<file path="config.mk">
export PLATFORM = sky130hd
export DESIGN_NAME = ring_shift_collector
export DESIGN_NICKNAME = d
export VERILOG_FILES = /design/src/rtl/ring_shift_collector.sv
export SDC_FILE = /design/constraint.sdc
export NUM_CORES = 1
export LEC_CHECK = 0
export BUFFER_PORTS_ARGS = -buffer_cell sky130_fd_sc_hd__buf_2
export CORE_AREA = 2 2 47 49
export CTS_CLUSTER_DIAMETER = 50
export DETAILED_ROUTE_END_ITERATION = 10
export DIE_AREA = 0 0 49 51
export PLACE_DENSITY = 0.7
export SLEW_MARGIN = 20
export SYNTH_ARGS = -nofsm -noshare
export SYNTH_HDL_FRONTEND = slang
export SYNTH_SLANG_ARGS = --single-unit
</file>
<file path="constraint.sdc">
create_clock -name clk -period 3.5 [get_ports clk]
set_input_delay 0.7 -clock clk [delete_from_list [all_inputs] [get_ports clk]]
set_output_delay 0.7 -clock clk [all_outputs]
set_load 0.02 [all_outputs]
</file>
<file path="src/rtl/ring_shift_collector.sv">
// rtl/ring_shift_collector.sv - reassembles N-bit chunks (LSB chunk first) into S-bit words.
// Optional WORD_COUNT_EN adds a 16-bit count of completed words on word_cnt.
module ring_shift_collector #(
    parameter int S = 8,
    parameter int N = 2
) (
    input  logic         clk,
    input  logic         rst,
    input  logic         clear,
    input  logic         in_valid,
    input  logic [N-1:0] in,
    output logic         in_ready,
    output logic [S-1:0] word_out,
    output logic         word_valid,
    input  logic         word_ready,
    output logic         busy
`ifdef WORD_COUNT_EN
    ,
    output logic [15:0]  word_cnt
`endif
);

    localparam int CHUNKS = S / N;
    localparam int CW     = (CHUNKS > 1) ? $clog2(CHUNKS) : 1;

    if (S % N != 0) begin : g_bad_width
        $error("ring_shift_collector: S must be a multiple of N");
    end

    logic [CW-1:0] cnt;
    logic [S-1:0]  assembly;
    logic [S-1:0]  asm_merged;
    logic          last;
    logic          accept;
    logic          consume;

    assign last     = (cnt == CW'(CHUNKS - 1));
    // Only the final chunk needs the output buffer, so only it can stall.
    assign in_ready = !(last && word_valid && !word_ready);
    assign accept   = in_valid && in_ready;
    assign consume  = word_valid && word_ready;
    assign busy     = (cnt != '0) || word_valid;

    always_comb begin
        asm_merged = assembly;
        asm_merged[N*int'(cnt) +: N] = in;
    end

    always_ff @(posedge clk or posedge rst) begin
        if (rst) begin
            cnt        <= '0;
            assembly   <= '0;
            word_out   <= '0;
            word_valid <= 1'b0;
        end else if (clear) begin
            cnt        <= '0;
            assembly   <= '0;
            word_valid <= 1'b0;
        end else begin
            if (accept && last) begin
                word_out   <= asm_merged;
                word_valid <= 1'b1;
                cnt        <= '0;
                assembly   <= '0;
            end else begin
                if (accept) begin
                    assembly <= asm_merged;
                    cnt      <= cnt + 1'b1;
                end
                if (consume) begin
                    word_valid <= 1'b0;
                end
            end
        end
    end

`ifdef WORD_COUNT_EN
    always_ff @(posedge clk or posedge rst) begin
        if (rst) begin
            word_cnt <= '0;
        end else if (clear) begin
            word_cnt <= '0;
        end else if (accept && last) begin
            word_cnt <= word_cnt + 16'd1;
        end
    end
`endif

endmodule

</file>
* Yosys cells after proc, flatten, opt, wreduce, memory -nomap -nowiden
Cells that the tools add are included.
Storage, ports and cells: flip-flop bits (word level) 19, output and inout port bits 11
Cells by class: reductions and logical operators 12, bitwise gates (word level) 1, muxes and demuxes 10, shift-type cells 2, equality and inequality tests 1, $add $sub $neg 2
Operators by type and width (count):
- 3-bit negator with 33-bit output | 1
- 2-bit by 33-bit variable shift with 8-bit output (first input constant) | 1
- 2-bit by 33-bit indexed part select with 8-bit output | 1
- 8-bit 2-to-1 mux | 3
- 8-bit bitwise mux | 1
- 2-bit 2-to-1 mux | 3
- 3-bit nonzero test | 2
- 1-bit logical AND | 5
- 1-bit 2-to-1 mux | 3
- 2-bit by 1-bit adder with 2-bit output (second input constant) | 1
- 2-bit == test (second input constant) | 1
- 1-bit zero test | 2
- 2-bit AND reduction | 1
- 2-bit nonzero test | 1
- 1-bit logical OR | 1
- 1-bit inverter | 1

* Longest topological paths before layout
depth in word-level cells 8, gate-level depth with buffers 6, depth with buffers taken out 5

* Least setup slack after synthesis
No wires, ideal clock.
kind reg-to-output, start reg cnt[0], end out busy, setup slack 1.724 ns, cell stages (with the launch flop) 5, arrival 1.076 ns, cell sequence dfrtp_1 buf_2 inv_1 ha_1 nand2b_1
Between the ends: cells in the longest elaborated chain, start to end 2
Ends and longest elaborated chain:
- start: declaration | line 30 | logic [CW-1:0] cnt;
- start signal: assignment | line 68 | cnt <= cnt + 1'b1;
- 2-bit nonzero test | line 42 | assign busy = (cnt != '0) || word_valid;
- 1-bit logical OR | line 42
- end: declaration | line 16 | output logic busy
No other way between the ends.

* Worst setup path in the final report
start reg cnt[0], end out in_ready
Between the ends: cells in the longest elaborated chain, start to end 4
Ends and longest elaborated chain:
- 2-bit == test | line 37 | assign last = (cnt == CW'(CHUNKS - 1));
- 1-bit logical AND (2 in series) | line 39 | assign in_ready = !(last && word_valid && !word_ready);
- 1-bit zero test | line 39
- end: declaration | line 12 | output logic in_ready,
No other way between the ends.

==> flow_summary_export.csv <==
group,metric,value,unit
final_layout,final_layout_size_suffix_gt1_share,27.2,%
routing,drc,0,
global_route,grt_max_degree,18,
synthesis,ys.flop_type,"dfrtp_1",
setup_path,r2r_end,"word_out[7]",
flow_run,cap_violations,0,
synthesis,synth-edff-count,0,
setup_path,critical-path-slowest-cell,"dfrtp_1",
sta,setup_tns,0,ns
global_route,grt_pass1_vias,616,
global_route,grt_pass1_wl,2770,um
routing,met3RoutedLength,46,um
routing,highest-signal-layer,"met4",
die,row_count,17,
place,portBuffers,17,
synthesis,synth_top_area_cell,"dfrtp_1",
sta,period_needed,2.31,ns
global_route,grt_overflow_total,0,
run_status,status,"complete, no violations",
setup_path,worstPathCellList,"ha_1 -> nand3b_1 -> buf_2",
place,gp_congestion,0.848,
die,start_util,45.4,%
pwr,finalPower,0.387,mW
sta,hold_violations,0,
clock_tree,clk_pin_slew,0.09,ns
sta,max_freq,0.432,GHz
synthesis,ys_seq_area_share,45.5,%
synthesis,syn_nets,97,
sta,relSlewSlack,58.2,%
synthesis,syn_inst,85,
synthesis,yosys_warnings,0,
global_route,antenna_found_initial,0,
routing,wl_met2,811,um
routing,drt-pass1-iter-count,4,
place,dp_cells,127,
die,dieWidth,49,um
routing,vias,674,
setup_path,rr_startpoint,"cnt[0]",
clock_tree,numCtsBuffers,3,
setup_path,ff2ff_setup_slack,1.56,ns
setup_path,cp_data_arrival_time,1.61,ns
sta,maxSlewViolCount,0,
die,io-pin-count,18,
synthesis,synth.distinct_cells,29,
setup_path,cp_data_required_time,2.80,ns
clock_tree,cts.root.buffer_cell,"clkbuf_4",
synthesis,syn-cell-area,936,um^2
sta,worst_pin_slew,0.626,ns
routing,ant_nets,0,
clock_tree,cts_setup_buffers,0,
setup_path,worstPathMaxFanout,11,
clock_tree,cts_hold_buffers,0,
synthesis,async_flop_share,100,%
clock_tree,cts_buffer_depth,2,
final_layout,area_growth_syn_to_layout,13.9,%
clock_tree,htreeDepth,1,
die,dieArea,2500,um^2
min_path,hold_path.class,"in -> async",
die,core_area,2060,um^2
synthesis,netlist.area_leader.share,45.5,%
setup_path,path_delay_family,"flip-flops",
clock_tree,ctsResizeCount,0,
clock_tree,cts_tree,"done",
sta,holdWs,0.470,ns
final_layout,antenna_cells,0,
synthesis,yosys.cell_count.top_type,"dfrtp_1",
routing,drt-met1-wl,798,um
final_layout,num-nets-final,116,
pwr,power.density,363,nW/um^2
synthesis,synth_commonest_cells,"17 x dfrtp_1, 10 x inv_1, 7 x nor2_1",
setup_path,worst_setup_path_start_kind,"flip-flop",
global_route,grt_usage,15.4,%
setup_path,endpoint_kind,"primary output",
setup_path,reg2reg_depth,5,
routing,wire_per_inst,12.9,um
setup_path,cp_num_buf_inv,1,
die,die_y,51,um
setup_path,slowest_delay,0.54,ns
clock_tree,clk_latency,0.29,ns
synthesis,synth_area_leaders,"dfrtp_1 45%, ha_1 6.7%, mux2_2 4.8%",
synthesis,syn-mean-instance-area,11.0,um^2
synthesis,ys_ff_latch,17,
final_layout,fillCellCount,199,
pwr,p_leak,0.517,nW
sta,finalSetupViolations,0,
sta,finClkSkew,0.00157,ns
pwr,worst_ir_drop_vdd,0.204,mV
clock_tree,cts.sinks,17,
sta,fin_crit_sh,66.1,%
place,place_hpwl,1300,um
routing,via_per_inst,5.15,
sta,rsz0062_at_grt,"false",
routing,drt-total-wl,1700,um
routing,drt-initial-drc-count,19,
final_layout,final_cells,131,
setup_path,timing_worst_setup_path_type,"reg -> out",
-- logic make-up after synthesis --
| family | count (synthesis) | share of synthesized area [%] |
|---|---|---|
| multiplexers | 8 | 9.36 |
| adder cells (fa/ha/maj) | 5 | 6.68 |
| buffers and inverters | 13 | 5.88 |
| flip-flops | 17 | 45.5 |
| AO/OA/AOI/OAI | 21 | 17.5 |
| AND/OR/NAND/NOR | 21 | 15.1 |
-- layer usage --
metal	vias to the layer above	GRT usage (%)
li1	344	-
met2	9	23.7
met1	317	19.4
met3	4	3.51
met4	0	10.0
met5	-	0
-- placed cells by master, fill, tap and decap left out --
| cell type | Yosys | layout |
|---|---|---|
| nand2b_1 | 3 | 3 |
| mux2i_1 | 2 | 2 |
| nand2_1 | 1 | 1 |
| nor2b_1 | 2 | 2 |
| mux2_1 | 2 | 2 |
| nand4bb_1 | 1 | 1 |
| inv_1 | 10 | 10 |
| a31o_2 | 1 | 1 |
| ha_1 | 5 | 5 |
| nor2_1 | 7 | 7 |
| o21a_1 | 2 | 2 |
| o2bb2ai_1 | 3 | 3 |
| dfrtp_1 | 17 | 17 |
| and2_1 | 1 | 1 |
| clkbuf_4 | 0 | 3 |
| or4bb_1 | 1 | 1 |
| and4b_1 | 1 | 1 |
| clkinv_2 | 0 | 1 |
| a22o_1 | 3 | 3 |
| nand4b_1 | 1 | 1 |
| a211oi_1 | 1 | 1 |
| o32ai_1 | 2 | 2 |
| mux2_2 | 4 | 4 |
| a21oi_1 | 4 | 4 |
| buf_2 | 2 | 17 |
| a32o_1 | 3 | 3 |
| a31oi_1 | 2 | 2 |
| nand2_2 | 1 | 1 |
| nand3b_1 | 1 | 1 |
| nor3b_4 | 1 | 1 |
-- worst reg2reg max path: stages, from the launching register on --
cell     delay (ns)
dfrtp_1        0.54
inv_1          0.16
ha_1           0.39
or4bb_1        0.53
nor2_1         0.13
mux2_2         0.15
-- registers in the layout (all words and copies together), names as in the netlist --
signal,count
word_out,8
assembly,6
cnt,2
word_valid,1
-- power breakdown --
part | switching (mW) | total (mW) | internal [mW] | leakage, nW
sequential | 0.00717 | 0.213 | 0.206 | 0.227
combinational | 0.0444 | 0.0706 | 0.0262 | 0.272
clock | 0.0607 | 0.103 | 0.0426 | 0.0177
total | 0.112 | 0.387 | 0.274 | 0.517
-- how the worst max path moves through the flow --
| stage | endpoint | start | cells past startpoint |
|---|---|---|---|
| after CTS | in_ready | cnt[0] | 3 |
| after global placement | in_ready | word_ready | 3 |
| after detailed placement | in_ready | word_ready | 3 |
| after global routing | in_ready | cnt[0] | 3 |
| final | in_ready | cnt[0] | 3 |
| after floorplan | busy | cnt[0] | 4 |
-- area by class of cell --
| class | instances | area [um^2] | area share (%) |
|---|---|---|---|
| inverters | 10 | 37.5 | 3.52 |
| repair buffers | 17 | 85.1 | 7.98 |
| multi-input cells | 55 | 455 | 42.7 |
| well taps | 28 | 35.0 | 3.29 |
| flip-flops and latches | 17 | 425 | 39.9 |
| clock buffers | 3 | 22.5 | 2.11 |
| clock inverters | 1 | 5.00 | 0.469 |
-- metrics by stage --
stage,instance area [um^2],setup WS (ns),utilization (%)
floorplan,936,1.72,-
global placement,1040,1.56,50.3
detailed placement,1040,1.54,50.3
CTS,1070,1.21,51.7
global route,1070,1.06,51.7
finish,1070,1.19,51.7
No activity file was read; power rests on OpenSTA's default activity.
